--- src/rtl/ysyx_25040129_wbu_pkg.sv ---
// Shared core-wide widths: register index width, datapath width, register count.
// The regfile, IDU and WBU all size themselves from here.
package ysyx_25040129_wbu_pkg;
  localparam int REGS_DIG = 4;
  localparam int XLEN     = 32;
  localparam int NREGS    = 1 << REGS_DIG;
endpackage

--- src/rtl/ysyx_25040129_scoreboard.sv ---
// Register scoreboard: one busy bit per architectural register, set on issue,
// cleared on commit, with a combinational decode-stall lookup.
module ysyx_25040129_scoreboard #(
  parameter int REGS_DIG = ysyx_25040129_wbu_pkg::REGS_DIG
) (
  input  logic                      clk,
  input  logic                      rst,
  input  logic                      set_en,
  input  logic [REGS_DIG-1:0]       set_id,
  input  logic                      clr_en,
  input  logic [REGS_DIG-1:0]       clr_id,
  input  logic [REGS_DIG-1:0]       src1_id,
  input  logic [REGS_DIG-1:0]       src2_id,
  input  logic                      waw_en,
  input  logic [REGS_DIG-1:0]       waw_id,
  output logic [(1<<REGS_DIG)-1:0]  busy,
  output logic                      hazard
);
  import ysyx_25040129_wbu_pkg::*;

  localparam int NR = 1 << REGS_DIG;

  logic [NR-1:0] busy_q, busy_nxt;

  // Clear first so a same-edge set of the same register wins; x0 never busy.
  always_comb begin
    busy_nxt = busy_q;
    if (clr_en) busy_nxt[clr_id] = 1'b0;
    if (set_en) busy_nxt[set_id] = 1'b1;
    busy_nxt[0] = 1'b0;
  end

  always_ff @(posedge clk) begin
    if (rst) busy_q <= '0;
    else     busy_q <= busy_nxt;
  end

  assign busy   = busy_q;
  assign hazard = !rst && (busy_q[src1_id] || busy_q[src2_id] || (waw_en && busy_q[waw_id]));
endmodule

--- src/rtl/ysyx_25040129_wbu.sv ---
// Write-back unit: LSU-over-EXU fixed-priority arbiter onto the single
// register-file write port, plus the pending-write scoreboard for decode.
module ysyx_25040129_wbu #(
  parameter int REGS_DIG = ysyx_25040129_wbu_pkg::REGS_DIG,
  parameter int XLEN     = ysyx_25040129_wbu_pkg::XLEN
) (
  input  logic                      clk,
  input  logic                      rst,
  input  logic                      iss_valid,
  input  logic                      iss_wen,
  input  logic [REGS_DIG-1:0]       iss_rd,
  input  logic [REGS_DIG-1:0]       src1_id,
  input  logic [REGS_DIG-1:0]       src2_id,
  output logic                      hazard,
  input  logic                      exu_valid,
  output logic                      exu_ready,
  input  logic                      exu_wen,
  input  logic [REGS_DIG-1:0]       exu_rd,
  input  logic [XLEN-1:0]           exu_result,
  input  logic                      lsu_valid,
  output logic                      lsu_ready,
  input  logic [REGS_DIG-1:0]       lsu_rd,
  input  logic [XLEN-1:0]           lsu_result,
  output logic                      reg_write,
  output logic [REGS_DIG-1:0]       rd,
  output logic [XLEN-1:0]           result,
  output logic [(1<<REGS_DIG)-1:0]  busy
);
  import ysyx_25040129_wbu_pkg::*;

  logic lsu_fire, exu_fire;

  // Loads win: the LSU cannot be back-pressured, the EXU simply waits.
  assign lsu_ready = !rst;
  assign exu_ready = !rst && !lsu_valid;
  assign lsu_fire  = lsu_valid && lsu_ready;
  assign exu_fire  = exu_valid && exu_ready;

  always_ff @(posedge clk) begin
    if (rst) begin
      reg_write <= 1'b0;
      rd        <= '0;
      result    <= '0;
    end else if (lsu_fire) begin
      reg_write <= |lsu_rd;
      rd        <= lsu_rd;
      result    <= lsu_result;
    end else if (exu_fire) begin
      reg_write <= exu_wen && (|exu_rd);
      rd        <= exu_rd;
      result    <= exu_result;
    end else begin
      reg_write <= 1'b0;
    end
  end

  // Busy clears on the same edge the regfile samples the write port.
  ysyx_25040129_scoreboard #(.REGS_DIG(REGS_DIG)) u_sb (
    .clk     (clk),
    .rst     (rst),
    .set_en  (iss_valid && iss_wen && (|iss_rd)),
    .set_id  (iss_rd),
    .clr_en  (reg_write),
    .clr_id  (rd),
    .src1_id (src1_id),
    .src2_id (src2_id),
    .waw_en  (iss_wen),
    .waw_id  (iss_rd),
    .busy    (busy),
    .hazard  (hazard)
  );
endmodule
--- config.mk ---
export PLATFORM = sky130hd
export DESIGN_NAME = ysyx_25040129_wbu
export DESIGN_NICKNAME = d
export VERILOG_FILES = /design/src/rtl/ysyx_25040129_wbu_pkg.sv /design/src/rtl/ysyx_25040129_scoreboard.sv /design/src/rtl/ysyx_25040129_wbu.sv
export SDC_FILE = /design/constraint.sdc
export NUM_CORES = 1
export LEC_CHECK = 0
export ABC_AREA = 1
export BUFFER_PORTS_ARGS = -buffer_cell sky130_fd_sc_hd__buf_2
export CORE_MARGIN = 2
export CORE_UTILIZATION = 40
export CTS_CLUSTER_SIZE = 10
export DETAILED_ROUTE_END_ITERATION = 8
export PLACE_DENSITY = 0.75
export SLEW_MARGIN = 15
export SYNTH_ARGS = -nofsm -noshare
export SYNTH_HDL_FRONTEND = slang
export SYNTH_HIERARCHICAL = 1
export SYNTH_SLANG_ARGS = --single-unit
--- constraint.sdc ---
create_clock -name clk -period 1.57 [get_ports clk]
set_input_delay 0.314 -clock clk [delete_from_list [all_inputs] [get_ports clk]]
set_output_delay 0.314 -clock clk [all_outputs]
set_load 0.005 [all_outputs]
Word level (Yosys, flattened, before mapping)
Index checks and enable logic that the tools add are counted.
Word-level totals
  flip-flop bits (word level): 53
  logic and storage cells: 50
  output and inout bits: 56
Operators by class
  mux-type cells: 18
  reductions and logical operators: 18
  bitwise operators: 3
  order comparisons: 6
Operators with widths (number)
  32-bit 2-to-1 mux: 2
  16-bit 2-to-1 mux: 2
  4-bit by 5-bit less-than comparator with 1-bit output (second input constant): 4
  16-bit AND: 1
  16-bit inverter: 1
  16-bit OR: 1
  1-bit binary-select mux with 4-bit select: 3
  4-bit OR reduction: 3
  1-bit logical AND: 10
  1-bit demux with 4-bit select: 2
  4-bit by 1-bit greater-or-equal comparator with 1-bit output (second input constant): 2
  4-bit 2-to-1 mux: 2
  1-bit 2-to-1 mux: 7
  1-bit logical NOT: 2
  1-bit logical OR: 2
  2-bit nonzero test: 1

Longest topological paths before layout
  depth in word-level cells: 9
  depth in mapped cells: 10
  depth with buffers taken out: 9

By module
Netlist, hierarchy kept.
By module, submodules not included
  ysyx_25040129_wbu: seq. area each 740.7 um^2, area an instance 2058.2 um^2, instances 1, cells an instance 364
  ysyx_25040129_scoreboard: seq. area each 300.3 um^2, area an instance 1188.6 um^2, instances 1, cells an instance 213

Worst setup path after synthesis
OpenSTA, ideal clock, no wires.
  path kind: input to output
  from: in src2_id[0]
  to: out hazard
  arrival time: 1.000 ns
  setup slack: 0.256 ns
  path buffers: 1
  cell stages on the path: 10
  required time: 1.256 ns
  cell sequence: buf_4 inv_4 nand2_1 nand3_1 nand2_1 nand2_1 nand3_1 nand2_1 nor2_1 a21oi_1
Between the ends
  cells in the longest elaborated chain, start to end: 5
Ends and longest elaborated chain
  start, declared: line ysyx_25040129_wbu.sv:13  | input logic [REGS_DIG-1:0] src2_id,
  1-bit binary-select mux with 4-bit select: line ysyx_25040129_scoreboard.sv:39  | assign hazard = !rst && (busy_q[src1_id] || busy_q[src2_id] || (waw_en && busy_q[waw_id]));
  1-bit 2-to-1 mux (not written as such): line ysyx_25040129_scoreboard.sv:39
  1-bit logical OR (2 in series): line ysyx_25040129_scoreboard.sv:39
  1-bit logical AND: line ysyx_25040129_scoreboard.sv:39
  end, declared: line ysyx_25040129_wbu.sv:14  | output logic hazard,
Every way passes these cells. The select of a mux whose other input is x is not followed.

Worst setup path after layout
  from: reg u_sb.busy_q[9] (netlist: u_sb/busy[9])
  to: out hazard
Between the ends
  cells in the longest elaborated chain, start to end: 5
  elaborated cells on any way between the ends: 10
  those cells by class: mux: 6; reduce/logical: 4
Ends and longest elaborated chain
  start, declared: line ysyx_25040129_scoreboard.sv:23  | logic [NR-1:0] busy_q, busy_nxt;
  start signal, assigned: line ysyx_25040129_scoreboard.sv:35  | else busy_q <= busy_nxt;
  1-bit binary-select mux with 4-bit select: line ysyx_25040129_scoreboard.sv:39
  1-bit 2-to-1 mux (not written as such): line ysyx_25040129_scoreboard.sv:39
  1-bit logical OR / 1-bit logical AND (equally long branches): line ysyx_25040129_scoreboard.sv:39
  1-bit logical OR *: line ysyx_25040129_scoreboard.sv:39
  1-bit logical AND *: line ysyx_25040129_scoreboard.sv:39
Mark *: on every way between the ends. The rest lies on a longest branch, timed or not. The select of a mux whose other input is x is not followed.

==> key figures <==
Final layout
  • Non-filler instance count after layout: 819
  • Area growth syn-to-layout: 30.91%
  • Fin nets: 807
  • Multi-input logic area: 1807 um^2
  • Cell area after layout: 4250 um^2
  • Share of cells above drive strength 1: 29.01%
  • Diodes inserted: 0
  • Number of fill cells: 817
  • Storage element area: 1061 um^2

STA
  • Setup WS post-layout: -0.1466 ns
  • Final setup fails: 1
  • Final Slew Violations: 0
  • RSZ-0062 raised after global routing: yes
  • Clock skew: 0.01337 ns
  • Tmin final: 1.717 ns
  • Tcrit/Tclk final: 109.3%
  • F_max: 582.6 MHz
  • Hold Vio Cnt, Final: 0
  • Setup tns final: -0.1466 ns

Logic synthesis
  • Seq/Total Area, Yosys: 32.06%
  • Syn nets: 668
  • Synth Register Bits: 52
  • EDFF count, synth: 0
  • Largest family of logic cells by synthesized area: simple AND/OR/NAND/NOR gates
  • Share of flip-flops with an asynchronous set or reset: 0%
  • Post-synthesis mux area share: 0%
  • Cell Area, Synth: 3247 um^2
  • Primary FF master, synth: dfxtp_1
  • Top-count cell post-synth: nand2_1
  • Top cell type's share of synthesized area: 32.06%
  • Complex-gate fraction of the synthesized area: 5.703%
  • Post-Synth Adder-Cell Area: 0%
  • Yosys cell types: 23
  • Syn. warnings: 6
  • Syn Inst Count: 577
  • Syn Area/Cell: 5.627 um^2
  • Most instantiated cells after synthesis: nand2_1, nor2_1, nand3_1
  • Synth Area in XOR/XNOR: 0%
  • Area leader, netlist: dfxtp_1
  • Leading post-synthesis cells by cell area: dfxtp_1, nand2_1, nand3_1
  • Simple-gate share of the synthesized area: 48.71%

Route
  • Mean routed wirelength per cell: 12.12 um
  • DRT iter0 DRCs: 255
  • WL final: 9.924 mm
  • Via Count: 3978
  • Antenna viol nets, final: 0
  • Vias/cell: 4.857
  • # DRC: 0
  • Initial DRT Pass Iterations: 5

Floorplanning
  • Die Wd: 94.10 um
  • Cell Rows: 32
  • Initial Util: 41.59%
  • Io pins: 147
  • Placeable Area: 7807 um^2
  • Chip height: 94.10 um
  • Die area: 8854 um^2

Placed design
  • Detail Placement HPWL: 7.539 mm
  • Placer Congestion: 0.9240
  • Cells after DPL: 807
  • I/O Buffers: 145
  • Placed standard-cell area: 4070 um^2

Critical path
  • Crit. End Element: output port
  • Worst reg-to-reg setup slack: 0.42 ns
  • Crit path DAT: 1.40 ns
  • Crit Path Max Fanout: 3
  • Startpoint types: register
  • Crit Path Class: register to output port
  • Critical path required time: 1.26 ns

Global route
  • Vias in the first global route: 3691
  • Initial antenna violation count: 1
  • Maximum number of pins on one net before global-route repair: 39
  • First-pass GRT wire length: 16.62 mm
  • Global route overflow: 0
  • GRT Total Usage: 23.28%

Run
  • # Max-Cap Violations: 0

Power and ir drop
  • Pwr dens: 712.3 nW/um^2
  • Peak supply drop: 0.3417 mV
  • Final Total Pwr: 3.027 mW
  • Leakage power: 2.416 nW

Clock tree
  • H-tree depth: 2
  • CTS tree: built
  • TritonCTS buffer count: 5
  • Sink Count: 52
  • CTS root buf: clkbuf_8
  • Hold-fix buffer count after cts: 0
  • CTS Buffer Depth: 2
  • Worst skew pair latency: 0.31 ns
  • Worst-path clk slew: 0.11 ns

Outcome
  • Violations in the final reports: setup timing
  • Status: finished with violations

Min path
  • Worst hold path class: primary input to register
## through the flow
step                      setup slack, ns  hold WS [ns]  utilization [%]
after floorplan                    0.2562        0.4621                -
after global placement            0.01606        0.4770            52.13
final                             -0.1466        0.2789            54.44
after CTS                         -0.1443        0.2604            54.10
after detailed placement         -0.01310        0.4797            52.13
after global routing              -0.2949        0.2756            54.44
## placed cells by master (no fill, tap or decap)
cell,n
nor2_2,1
a21oi_1,16
nand3b_1,1
o211ai_1,1
o31ai_1,1
nand2_2,5
inv_1,56
dfxtp_1,38
dfxtp_2,13
a21oi_2,1
clkbuf_8,5
inv_4,5
a31oi_1,1
nand3_1,83
buf_2,145
buf_4,13
nand4_1,1
buf_12,3
clkinvlp_4,1
nand2_1,209
clkinv_4,1
nor2_1,87
inv_8,1
inv_2,9
o21ai_0,14
dfxtp_4,1
nand3_2,2
conb_1,1
or2_4,1
o21ai_4,1
## power by group
| group | switching, mW | internal [mW] |
|---|---|---|
| Sequential | 0.0539 | 1.40 |
| Combinational | 0.435 | 0.330 |
| Clock | 0.481 | 0.328 |
## worst max-delay path, cell delays in order, from the launching register on
cell	delay [ns]
dfxtp_2	0.38
inv_4	0.06
nand2_1	0.05
nand3_1	0.08
nand3b_1	0.09
nand3_1	0.08
nand2_1	0.08
nand2_2	0.05
a21oi_2	0.10
buf_2	0.11
## path summary, 6_finish.rpt
path | start | to | cells after the start
setup / recovery | u_sb/busy[9]$_SDFF_PP0_ | hazard | 9
hold / removal | exu_wen | reg_write$_SDFF_PP0_ | 3
setup reg to reg | rd[0]$_SDFFE_PP0P_ | u_sb/busy[13]$_SDFF_PP0_ | 5
hold reg to reg | u_sb/busy[10]$_SDFF_PP0_ | u_sb/busy[10]$_SDFF_PP0_ | 2
## sequential cells by signal, indices dropped and copies added (netlist names)
register,count
reg_write,1
result,32
u_sb/busy,15
rd,4
## cell families (layout without fill, tap and decap cells)
| kind of cell | count (synthesis) | count (layout) |
|---|---|---|
| other | 1 | 1 |
| buffers and inverters | 99 | 239 |
| DFF | 52 | 52 |
| AOI/OAI and AO/OA | 35 | 35 |
| and+or+nand+nor | 390 | 390 |
## what timing repair did
| item | in CTS | in global routing |
|---|---|---|
| buffers inserted | 4 | 0 |
| resized for setup | 26 | 10 |
| pin swaps | 7 | 2 |
| endpoints found under the setup margin | 1 | 1 |
## routing by layer
layer | track usage, % | wire length, um | vias to the layer above
li1 | - | - | 2044
met4 | 6.522 | 210 | 2
met2 | 40.48 | 4617 | 213
met1 | 28.12 | 4043 | 1693
met3 | 6.260 | 1039 | 26
met5 | 0 | 13 | -
## final cells by class
| type | count | area share, % |
|---|---|---|
| Sequential cell | 52 | 24.96 |
| Timing Repair Buffer | 161 | 20.78 |
| Clock inverter | 3 | 0.6476 |
| Multi-Input combinational cell | 426 | 42.51 |
| Inverter | 70 | 6.476 |
| Tap cell | 102 | 3.003 |
| Clock buffer | 5 | 1.619 |
No activity file was read; power rests on OpenSTA's default activity.
